File: src/rtl/mc_pkg.sv
// Shared control definitions: state encoding, opcode/funct values, ALU op codes.
// Latency: n/a (constants and types only).
// Backpressure: n/a.
package mc_pkg;

  typedef enum logic [2:0] {
    ST_IF   = 3'd0,
    ST_ID   = 3'd1,
    ST_EXE  = 3'd2,
    ST_MEM  = 3'd3,
    ST_WB   = 3'd4,
    ST_HALT = 3'd5
  } state_e;

  localparam logic [5:0] OP_RTYPE = 6'b000000;
  localparam logic [5:0] OP_BLTZ  = 6'b000001;
  localparam logic [5:0] OP_J     = 6'b000010;
  localparam logic [5:0] OP_BEQ   = 6'b000100;
  localparam logic [5:0] OP_BNE   = 6'b000101;
  localparam logic [5:0] OP_ADDIU = 6'b001001;
  localparam logic [5:0] OP_SLTI  = 6'b001010;
  localparam logic [5:0] OP_ANDI  = 6'b001100;
  localparam logic [5:0] OP_ORI   = 6'b001101;
  localparam logic [5:0] OP_LW    = 6'b100011;
  localparam logic [5:0] OP_SW    = 6'b101011;
  localparam logic [5:0] OP_HALT  = 6'b111111;

  localparam logic [5:0] FN_SLL = 6'b000000;
  localparam logic [5:0] FN_ADD = 6'b100000;
  localparam logic [5:0] FN_SUB = 6'b100010;
  localparam logic [5:0] FN_AND = 6'b100100;
  localparam logic [5:0] FN_OR  = 6'b100101;

  // ALU op codes, shared with the ALU and datapath
  localparam logic [3:0] ALU_AND = 4'b0000;
  localparam logic [3:0] ALU_OR  = 4'b0001;
  localparam logic [3:0] ALU_ADD = 4'b0100;
  localparam logic [3:0] ALU_SUB = 4'b0101;
  localparam logic [3:0] ALU_SLT = 4'b0110;
  localparam logic [3:0] ALU_SLL = 4'b0111;

  typedef enum logic [2:0] {
    CL_NOP, CL_R, CL_I, CL_LW, CL_SW, CL_BR, CL_J, CL_HALT
  } iclass_e;

  typedef enum logic [1:0] {BR_NONE, BR_EQ, BR_NE, BR_LTZ} br_e;

  typedef struct packed {
    iclass_e    cls;
    br_e        br;
    logic [3:0] alu_op;
    logic       alu_src_a;
    logic       alu_src_b;
    logic       ext_sel;
    logic       reg_dst;
    logic       data_src;
  } ctrl_t;

endpackage

File: src/rtl/mc_decode.sv
// Maps opcode/funct of the latched IR to instruction class and ALU/datapath selects.
// Latency: purely combinational.
// Backpressure: none; output follows IR.
module mc_decode
  import mc_pkg::*;
(
  input  logic [5:0] op,
  input  logic [5:0] funct,
  output ctrl_t      ctrl
);

  // Opcode/funct decode; unknown opcodes become NOPs, unknown funct behaves as or
  always_comb begin
    ctrl     = '0;
    ctrl.cls = CL_NOP;
    ctrl.br  = BR_NONE;
    case (op)
      OP_RTYPE: begin
        ctrl.cls     = CL_R;
        ctrl.reg_dst = 1'b1;
        case (funct)
          FN_SLL: begin
            ctrl.alu_op    = ALU_SLL;
            ctrl.alu_src_a = 1'b1;
          end
          FN_ADD:  ctrl.alu_op = ALU_ADD;
          FN_SUB:  ctrl.alu_op = ALU_SUB;
          FN_AND:  ctrl.alu_op = ALU_AND;
          FN_OR:   ctrl.alu_op = ALU_OR;
          default: ctrl.alu_op = ALU_OR;
        endcase
      end
      OP_ADDIU, OP_SLTI: begin
        ctrl.cls       = CL_I;
        ctrl.alu_op    = (op == OP_ADDIU) ? ALU_ADD : ALU_SLT;
        ctrl.alu_src_b = 1'b1;
        ctrl.ext_sel   = 1'b1;
      end
      OP_ANDI, OP_ORI: begin
        ctrl.cls       = CL_I;
        ctrl.alu_op    = (op == OP_ANDI) ? ALU_AND : ALU_OR;
        ctrl.alu_src_b = 1'b1;
      end
      OP_LW, OP_SW: begin
        ctrl.cls       = (op == OP_LW) ? CL_LW : CL_SW;
        ctrl.alu_op    = ALU_ADD;
        ctrl.alu_src_b = 1'b1;
        ctrl.ext_sel   = 1'b1;
        ctrl.data_src  = (op == OP_LW);
      end
      OP_BEQ, OP_BNE, OP_BLTZ: begin
        ctrl.cls     = CL_BR;
        ctrl.alu_op  = ALU_SUB;
        ctrl.ext_sel = 1'b1;
        ctrl.br      = (op == OP_BEQ) ? BR_EQ : ((op == OP_BNE) ? BR_NE : BR_LTZ);
      end
      OP_J:    ctrl.cls = CL_J;
      OP_HALT: ctrl.cls = CL_HALT;
      default: ctrl.cls = CL_NOP;
    endcase
  end

endmodule

File: src/rtl/mc_control_fsm.sv
// Multicycle CPU control: IF/ID/EXE/MEM/WB/HALT state register and strobe timing.
// Latency: 2..5 cycles per instruction; MC_MEM_WAIT_EN makes IF/MEM stall on mem_ready.
// Backpressure: without MC_MEM_WAIT_EN mem_ready is ignored; reset forces all outputs to 0.
module mc_control_fsm
  import mc_pkg::*;
(
  input  logic       clk,
  input  logic       rst_n,
  input  logic [5:0] op,
  input  logic [5:0] funct,
  input  logic       zero,
  input  logic       sign,
  input  logic       mem_ready,
  output logic       PCWrite,
  output logic       IRWrite,
  output logic       mem_req,
  output logic       mWR,
  output logic       Regwrite,
  output logic       RegDst,
  output logic       ExtSel,
  output logic       ALUsrcA,
  output logic       ALUsrcB,
  output logic       datasrc,
  output logic [1:0] pcsrc,
  output logic [3:0] ALUop,
  output logic       halt,
  output logic [2:0] state
);

  state_e     state_q, state_d;
  ctrl_t      ctrl;
  logic       mem_rdy;
  logic       taken;
  logic       pc_write_c, ir_write_c, mem_req_c, m_wr_c, reg_write_c, halt_c, sel_en_c;
  logic [1:0] pcsrc_c;

`ifdef MC_MEM_WAIT_EN
  assign mem_rdy = mem_ready;
`else
  logic unused_mem_ready;
  assign mem_rdy          = 1'b1;
  assign unused_mem_ready = mem_ready;
`endif

  mc_decode u_decode (
    .op    (op),
    .funct (funct),
    .ctrl  (ctrl)
  );

  assign taken = ((ctrl.br == BR_EQ)  &  zero) |
                 ((ctrl.br == BR_NE)  & ~zero) |
                 ((ctrl.br == BR_LTZ) &  sign);

  // State register
  always_ff @(posedge clk or negedge rst_n) begin
    if (!rst_n) state_q <= ST_IF;
    else        state_q <= state_d;
  end

  // Next-state and strobe generation; decode is only consulted from ID onwards
  always_comb begin
    state_d     = state_q;
    pc_write_c  = 1'b0;
    ir_write_c  = 1'b0;
    mem_req_c   = 1'b0;
    m_wr_c      = 1'b0;
    reg_write_c = 1'b0;
    halt_c      = 1'b0;
    sel_en_c    = 1'b0;
    pcsrc_c     = 2'd0;
    case (state_q)
      ST_IF: begin
        mem_req_c = 1'b1;
        if (mem_rdy) begin
          ir_write_c = 1'b1;
          pc_write_c = 1'b1;
          state_d    = ST_ID;
        end
      end
      ST_ID: begin
        case (ctrl.cls)
          CL_J: begin
            pc_write_c = 1'b1;
            pcsrc_c    = 2'd2;
            state_d    = ST_IF;
          end
          CL_HALT: state_d = ST_HALT;
          CL_NOP:  state_d = ST_IF;
          default: state_d = ST_EXE;
        endcase
      end
      ST_EXE: begin
        sel_en_c = 1'b1;
        if (ctrl.cls == CL_BR) begin
          pcsrc_c    = 2'd1;
          pc_write_c = taken;
          state_d    = ST_IF;
        end else if (ctrl.cls == CL_LW || ctrl.cls == CL_SW) begin
          state_d = ST_MEM;
        end else begin
          state_d = ST_WB;
        end
      end
      ST_MEM: begin
        sel_en_c  = 1'b1;
        mem_req_c = 1'b1;
        m_wr_c    = (ctrl.cls == CL_SW);
        if (mem_rdy) state_d = (ctrl.cls == CL_SW) ? ST_IF : ST_WB;
      end
      ST_WB: begin
        sel_en_c    = 1'b1;
        reg_write_c = 1'b1;
        state_d     = ST_IF;
      end
      ST_HALT: halt_c = 1'b1;
      default: state_d = ST_IF;
    endcase
  end

  // Reset gates every output combinationally so nothing glitches while rst_n is low
  assign PCWrite  = rst_n & pc_write_c;
  assign IRWrite  = rst_n & ir_write_c;
  assign mem_req  = rst_n & mem_req_c;
  assign mWR      = rst_n & m_wr_c;
  assign Regwrite = rst_n & reg_write_c;
  assign halt     = rst_n & halt_c;
  assign pcsrc    = rst_n ? pcsrc_c : 2'd0;
  assign RegDst   = rst_n & sel_en_c & ctrl.reg_dst;
  assign ExtSel   = rst_n & sel_en_c & ctrl.ext_sel;
  assign ALUsrcA  = rst_n & sel_en_c & ctrl.alu_src_a;
  assign ALUsrcB  = rst_n & sel_en_c & ctrl.alu_src_b;
  assign datasrc  = rst_n & sel_en_c & ctrl.data_src;
  assign ALUop    = (rst_n && sel_en_c) ? ctrl.alu_op : 4'd0;
  assign state    = rst_n ? state_q : ST_IF;

endmodule

File: config.mk
export PLATFORM = sky130hd
export DESIGN_NAME = mc_control_fsm
export DESIGN_NICKNAME = d
export VERILOG_FILES = /design/src/rtl/mc_pkg.sv /design/src/rtl/mc_decode.sv /design/src/rtl/mc_control_fsm.sv
export SDC_FILE = /design/constraint.sdc
export NUM_CORES = 1
export LEC_CHECK = 0
export BUFFER_PORTS_ARGS = -buffer_cell sky130_fd_sc_hd__buf_4
export CAP_MARGIN = 0
export CORE_MARGIN = 2
export CORE_UTILIZATION = 42
export DETAILED_ROUTE_END_ITERATION = 16
export GPL_TIMING_DRIVEN = 0
export HOLD_SLACK_MARGIN = 0.1
export PLACE_DENSITY = 0.78
export SYNTH_ARGS = -nofsm -noshare
export SYNTH_HDL_FRONTEND = slang
export SYNTH_SLANG_ARGS = --single-unit
File: constraint.sdc
create_clock -name clk -period 1.75 [get_ports clk]
set_input_delay 0 -clock clk [delete_from_list [all_inputs] [get_ports clk]]
set_output_delay 0 -clock clk [all_outputs]
set_load 0.05 [all_outputs]
==> results of run 1 <==
## cell usage in the layout (no fill, tap or decap), types with 3 or more instances in the layout
cell / n
o21ai_0: 4
nor3_1: 5
inv_1: 3
nand2b_1: 5
clkbuf_4: 3
nor2_1: 13
buf_4: 35
a21oi_1: 3
buf_6: 4
and2_1: 4
nand2_1: 7
## metrics by stage
step | util, % | area, sq um | worst slack, ns | hold WS [ns] | setup TNS (ns)
after floorplan | - | 647 | -0.0312 | -0.296 | -0.0572
after global placement | 69.0 | 921 | 0.0740 | -0.186 | 0
after detailed placement | 69.0 | 921 | 0.0601 | -0.183 | 0
after CTS | 72.5 | 967 | 0.0430 | 0.116 | 0
after global routing | 76.4 | 1020 | -0.0456 | 0.106 | -0.105
final | 76.4 | 1020 | 0.0297 | 0.100 | 0
## kinds of logic after synthesis
kind of cell | share of synthesized area (%)
buffers and inverters | 7.10
AOI/OAI and AO/OA | 22.7
DFF | 12.2
and+or+nand+nor | 57.4
other | 0.608
## worst max-delay path: stages, from the launching register on
cell and delay, ns:
dfrtp_2 0.43, nor3b_4 0.27, o21ai_4 0.11, a211oi_2 0.25, o2111a_1 0.25, buf_6 0.16
## metal layers
layer	track usage, %	routed length (um)	vias to the layer above
met1	28.9	848	361
met3	5.60	119	5
met4	6.25	51	0
met2	32.6	885	29
li1	-	-	411
met5	0	0	-
## worst min-delay path by stage
stage / cells after the start / startpoint / endpoint / slack (ns)
final: 2 / rst_n / state_q[2]$_DFFE_PN0P_ / 0.10
after global routing: 2 / rst_n / state_q[0]$_DFFE_PN0P_ / 0.11
after CTS: 2 / rst_n / state_q[2]$_DFFE_PN0P_ / 0.12
after detailed placement: 1 / rst_n / state_q[2]$_DFFE_PN0P_ / -0.18
after global placement: 1 / rst_n / state_q[2]$_DFFE_PN0P_ / -0.19
after floorplan: 0 / rst_n / state_q[0]$_DFFE_PN0P_ / -0.30
## cell type report
| type | instances | share of cell area (%) |
|---|---|---|
| Multi-Input combinational cell | 80 | 54.3 |
| Timing Repair Buffer | 38 | 29.4 |
| Sequential cell | 3 | 7.62 |
| Buffer | 5 | 3.19 |
| Clock buffer | 4 | 2.58 |
| Tap cell | 15 | 1.84 |
| Inverter | 3 | 1.11 |
## repair_timing
item	CTS	global route
setup buffers	0	3
gates resized for setup	4	7
pin swaps	0	3
setup endpoints to repair	5	3
hold endpoints to repair	3	0
hold buffers	1	0
## synthesized netlist by cell type (all sizes together)
cell type   n  area (sq um)
nor4b       1          23.8
nand2       7          26.3
a21oi       3          15.0
a21o        1          7.51
a31oi       1          6.26
nor3b       2          25.0
nand2b      5          31.3
nand3       2          10.0
and3        1          6.26
o21bai      1          7.51
a211oi      1          7.51
or3         2          12.5
nor2b       3          18.8
conb        1          3.75
nand4       1          6.26
a211o       1          8.76
inv         3          11.3
clkbuf      2          8.75
nor4        2          18.8
or2b        1          7.51
and2b       3          25.0
nor3        7          35.0
and2        4          25.0
and4        2          18.8
o2111a      1          11.3
buf         3          23.8
o32ai       1          8.76
nor2       13          48.8
dfrtp       3          75.1
o21ai       8          43.8
a221oi      1          8.76
nand3b      2          15.0
a21boi      2          15.0
## power groups by stage
stage                     registers, mW  clock network [mW]  logic (mW)
after floorplan                   0.118                   0       0.400
after global placement            0.126                   0       0.543
after detailed placement          0.127                   0       0.548
after CTS                         0.127               0.128       0.556
after global routing              0.126               0.149       0.647
final                             0.125               0.131       0.603
==> results.md, run 1 <==
- Tmin final: approximately 1.7 ns
- Final hold vios: 0
- Finished Layout Cells: 148
- Pin count of the biggest net entering global routing: 11
- Max VDD drop: ~750 uV
- First-pass GRT wire length: 3.02 mm
- YS warnings: 0
- Status: finished, final reports clean
- Die ar.: 1790 sq um
- NetSw: 459 uW
- Power per cell area: 844 nW/um^2
- Die height: roughly 42 um
- Final setup vio count: 0
- Mapped Area: 617 sq um
- Largest registers: state_q (3)
- Share of layout cells above drive strength 1: 47.4%
- Vias: 806
- Distinct cells, synth: 41
- Port bufs: 34
- Clock transition at the registers of the reported paths: approximately 0.040 ns
- CP Max Fanout: 4
- CP startpoint: state_q[1]$_DFFE_PN0P_
- R2R cell count: 5
- Setup crit end kind: output pin
- Placer Congestion: 0.877
- DRT Pass-1 Iters: 4
- Critical Path RT: around 1.8 ns
- Register with the most flip-flops: state_q
- Antenna cell count: 0
- DR WL/cell: 12.9 um
- Flop pwr share: 14.5%
- RSZ-0062 raised after global routing: true
- Root Driver: clkbuf_4
- Initial antenna violation count: 0
- R2R Setup Slk: 0.34 ns
- Residual DRC: 0
- CTS tree: yes
- WL final: 1.90 mm
- Htree depth: 1
- DRT antenna net count: 0
- CORE AREA: roughly 1300 sq um
- Fillers: between 100 and 150
- Syn avg cell area: 6.78 sq um
- Synth Instances: 91
- Seq cells post-synth: 3
- CP startpoint kind: register
- GR Overflow Total: 0
- Max-Cap Viols: 0
- Syn_nets: 108
- CP arrival: 1.72 ns
- Setup Crit Path Kind: reg2out
- Placed Cells: 140
- Clock Sinks: 3
- Initial Util: 46.2%
- Final nets: about 150
- Core Rows: 13
- Power consumption: 860 uW
- Hold Path Class: in2async
- Max reg flops: 3
- Vias per cell: 5.45
- Sequential-to-total area share from yosys stat: between 10 and 15%
- Power Internal: 400 uW
- Fin crit share: 98.3%
- Register area: 77.6 sq um
- Clk pwr share: between 10% and 20%
- Layout area overhead: 65.1%
- Logic pwr share: 70.2%
- Worst setup path end: ALUop[0]
- Die Width: between 40 and 50 um
- Clock latency at the later pin of the worst-skew pair: roughly 0.25 ns
- Total Routing Usage GR: 21.2%
- Vias in the first global route: 723
- Clk buf depth: 2
- R2R Path End: state_q[2]$_DFFE_PN0P_
- F_max: a little under 600 MHz
- CTS buffer count: 3
- DRT iter0 DRCs: 30
- P_leak: 0.463 nW
- Io pins: 37
- Area of the multi-input gates: 553 sq um
- Max-slew violations: 0
- Sw frac: a little over half
- HPWL after DPL: 1.40 mm
- Final Skew: 0.00117 ns
- Crit Reg-Reg Startpoint: state_q[1]$_DFFE_PN0P_
(Power assumes the default switching activity.)
==> run 2: changes to the inputs <==
--- a/config.mk
+++ b/config.mk
@@ -9,10 +9,11 @@
 export CAP_MARGIN = 0
 export CORE_MARGIN = 2
 export CORE_UTILIZATION = 42
+export CTS_CLUSTER_DIAMETER = 60
 export DETAILED_ROUTE_END_ITERATION = 16
 export GPL_TIMING_DRIVEN = 0
-export HOLD_SLACK_MARGIN = 0.1
 export PLACE_DENSITY = 0.78
+export REMOVE_ABC_BUFFERS = 1
 export SYNTH_ARGS = -nofsm -noshare
 export SYNTH_HDL_FRONTEND = slang
 export SYNTH_SLANG_ARGS = --single-unit
==> run 2 against run 1 <==
Compared with the run above:
- design area fell by 8.8%
- clock skew grew 0.0057 ns
- wire length is 9.1% lower
- global-route usage decreased by 1.6 points
- fmax rose by 2.8%
- non-clock buffer count fell by 7
- flip-flop and latch count unchanged
- clock power decreased by 7%
- core utilization decreased by 6.8 points
- die area unchanged
- sequential power increased by 9.6%
- count of clock-buffer cells in the layout stayed put
- critical path type unchanged
==> results.md, run 2 (same netlist as run 1, synthesis figures left out) <==
- DR WL/cell: 12.3 um
- DRT Pass-1 Iters: 4
- Initial Util: a little under half
- Core Rows: 13
- Power consumption: 807 uW
- DRT antenna net count: 0
- Max-Cap Viols: 0
- Io pins: 37
- Slowest-stage cell, CP: dfrtp_2
- Die height: 42.3 um
- Htree depth: 1
- Die Width: 42.3 um
- Setup crit end kind: output pin
- Commonest cells after routing, fill and taps aside: buf_4 (34), nor2_1 (13), nand2_1 (7), nor3_1 (7), nand2b_1 (5)
- P_leak: 0.419 nW
- Final nets: 144
- Crit-path cells: and2b_2, o21ai_2, a211oi_2, o2111a_1, buf_6
- RSZ-0062 raised after global routing: false
- Max-slew violations: 0
- Largest registers: state_q (3)
- Antenna cell count: 0
- DRT iter0 DRCs: 10
- Placed Cells: 135
- CP startpoint kind: register
- Residual DRC: 0
- Commonest non-fill, non-tap cell in the layout: buf_4
- Power per cell area: between 800 and 900 nW/um^2
- NetSw: 425 uW
- Total Routing Usage GR: between 10% and 20%
- Setup Crit Path Kind: reg2out
- Fillers: 127
- Finished Layout Cells: 141
- GR Overflow Total: 0
- TNS Setup: 0 ns
- Logic pwr share: about two thirds
- Vias: ~780
- Root Driver: clkbuf_4
- Setup ws final: about 0.076 ns
- Power Internal: 382 uW
- Critical Path RT: 1.75 ns
- Clock transition at the registers of the reported paths: 0.04 ns
- Pre-CTS WS: about 0.13 ns
- WL final: 1.73 mm
- Sw frac: 52.6%
- Initial antenna violation count: 0
- Flop pwr share: 16.9%
- Tmin final: roughly 1.7 ns
- Fin area: ~930 sq um
- Share of layout cells above drive strength 1: 41.3%
- CP top delay family: compound AO/OA/AOI/OAI gates
- Placer Congestion: 0.818
- First-pass GRT wire length: 2.79 mm
- Vias in the first global route: around 670
- Register with the most flip-flops: state_q
- Port bufs: 34
- Status: finished, final reports clean
- Final setup vio count: 0
- CP arrival: 1.67 ns
- Post-Place Cell Area: 858 sq um
- HPWL after DPL: about 1.4 mm
- Pin count of the biggest net entering global routing: 13
- CP Buf/Inv Count: 1
- Fin crit share: 95.7%
- CTS buffer count: 3
- F_max: ~600 MHz
- Max VDD drop: 598 uV
- Max reg flops: 3
- Clk pwr share: 15.1%
- Die ar.: about 1800 sq um
- Vias per cell: about 5.5
- Final hold vios: 0
- CP Max Fanout: 6
- CTS tree: yes
- Final Skew: a little under 0.007 ns
- Clock Sinks: 3
- Hold Path Class: in2async
- Clk buf depth: 2
- Layout area overhead: 50.5%
- CORE AREA: 1330 sq um
- Clock latency at the later pin of the worst-skew pair: 0.23 ns
- Slowest cell delay on critical path: 0.43 ns
==> run 2: stage by stage <==
| step | hold slack (ns) | utilization (%) |
|---|---|---|
| after floorplan | -0.296 | - |
| final | 0.119 | 69.6 |
| after detailed placement | -0.183 | 64.4 |
| after CTS | 0.113 | 67.9 |
| after global routing | 0.142 | 69.6 |
| after global placement | -0.185 | 64.4 |
==> run 2: routing by layer <==
metal	part of all wire, %	global-route usage [%]	vias up
met4	0.23	5.63	0
met2	49	32.3	21
met3	4.6	1.72	2
met5	0	0	-
li1	-	-	394
met1	46	27.1	359
==> run 2: worst paths after layout <==
check,cells after the start,from,slack [ns],to
setup / recovery,5,state_q[2]$_DFFE_PN0P_,0.08,ALUop[0]
hold / removal,2,rst_n,0.12,state_q[2]$_DFFE_PN0P_
setup reg to reg,4,state_q[1]$_DFFE_PN0P_,0.45,state_q[2]$_DFFE_PN0P_
hold reg to reg,1,state_q[2]$_DFFE_PN0P_,0.55,state_q[0]$_DFFE_PN0P_
max in group asynchronous,2,rst_n,1.49,state_q[1]$_DFFE_PN0P_
min in group clk,3,op[4],0.13,state_q[1]$_DFFE_PN0P_
==> run 2: power by group through the flow <==
stage | combinational [mW] | clock, mW | sequential [mW]
after floorplan | 0.346 | 0 | 0.135
after global placement | 0.484 | 0 | 0.153
after detailed placement | 0.489 | 0 | 0.149
after CTS | 0.497 | 0.123 | 0.153
after global routing | 0.587 | 0.133 | 0.139
final | 0.549 | 0.122 | 0.137
==> run 2: cell type report <==
| cell class | instances | area, sq um | area share [%] |
|---|---|---|---|
| tap | 15 | 18.8 | 2.02 |
| timing repair buffer | 36 | 277 | 29.8 |
| clock buffer | 4 | 26.3 | 2.83 |
| multi-input combinational | 80 | 517 | 55.7 |
| inverter | 3 | 11.3 | 1.21 |
| sequential | 3 | 78.8 | 8.49 |
==> run 2: repair_timing <==
action	4_1_cts	5_1_grt
gates cloned	0	0
pin swaps	2	2
hold endpoints to repair	3	0
gates resized for setup	5	4
setup endpoints to repair	3	3
hold buffers	1	0
buffers inserted	0	1
==> run 2: worst register-to-register path: cells and delay by family, from the launching register on <==
kind / cells / cell delay [ns]
AOI/OAI and AO/OA: 1 / 0.03
DFF: 1 / 0.46
and+or+nand+nor: 3 / 0.68
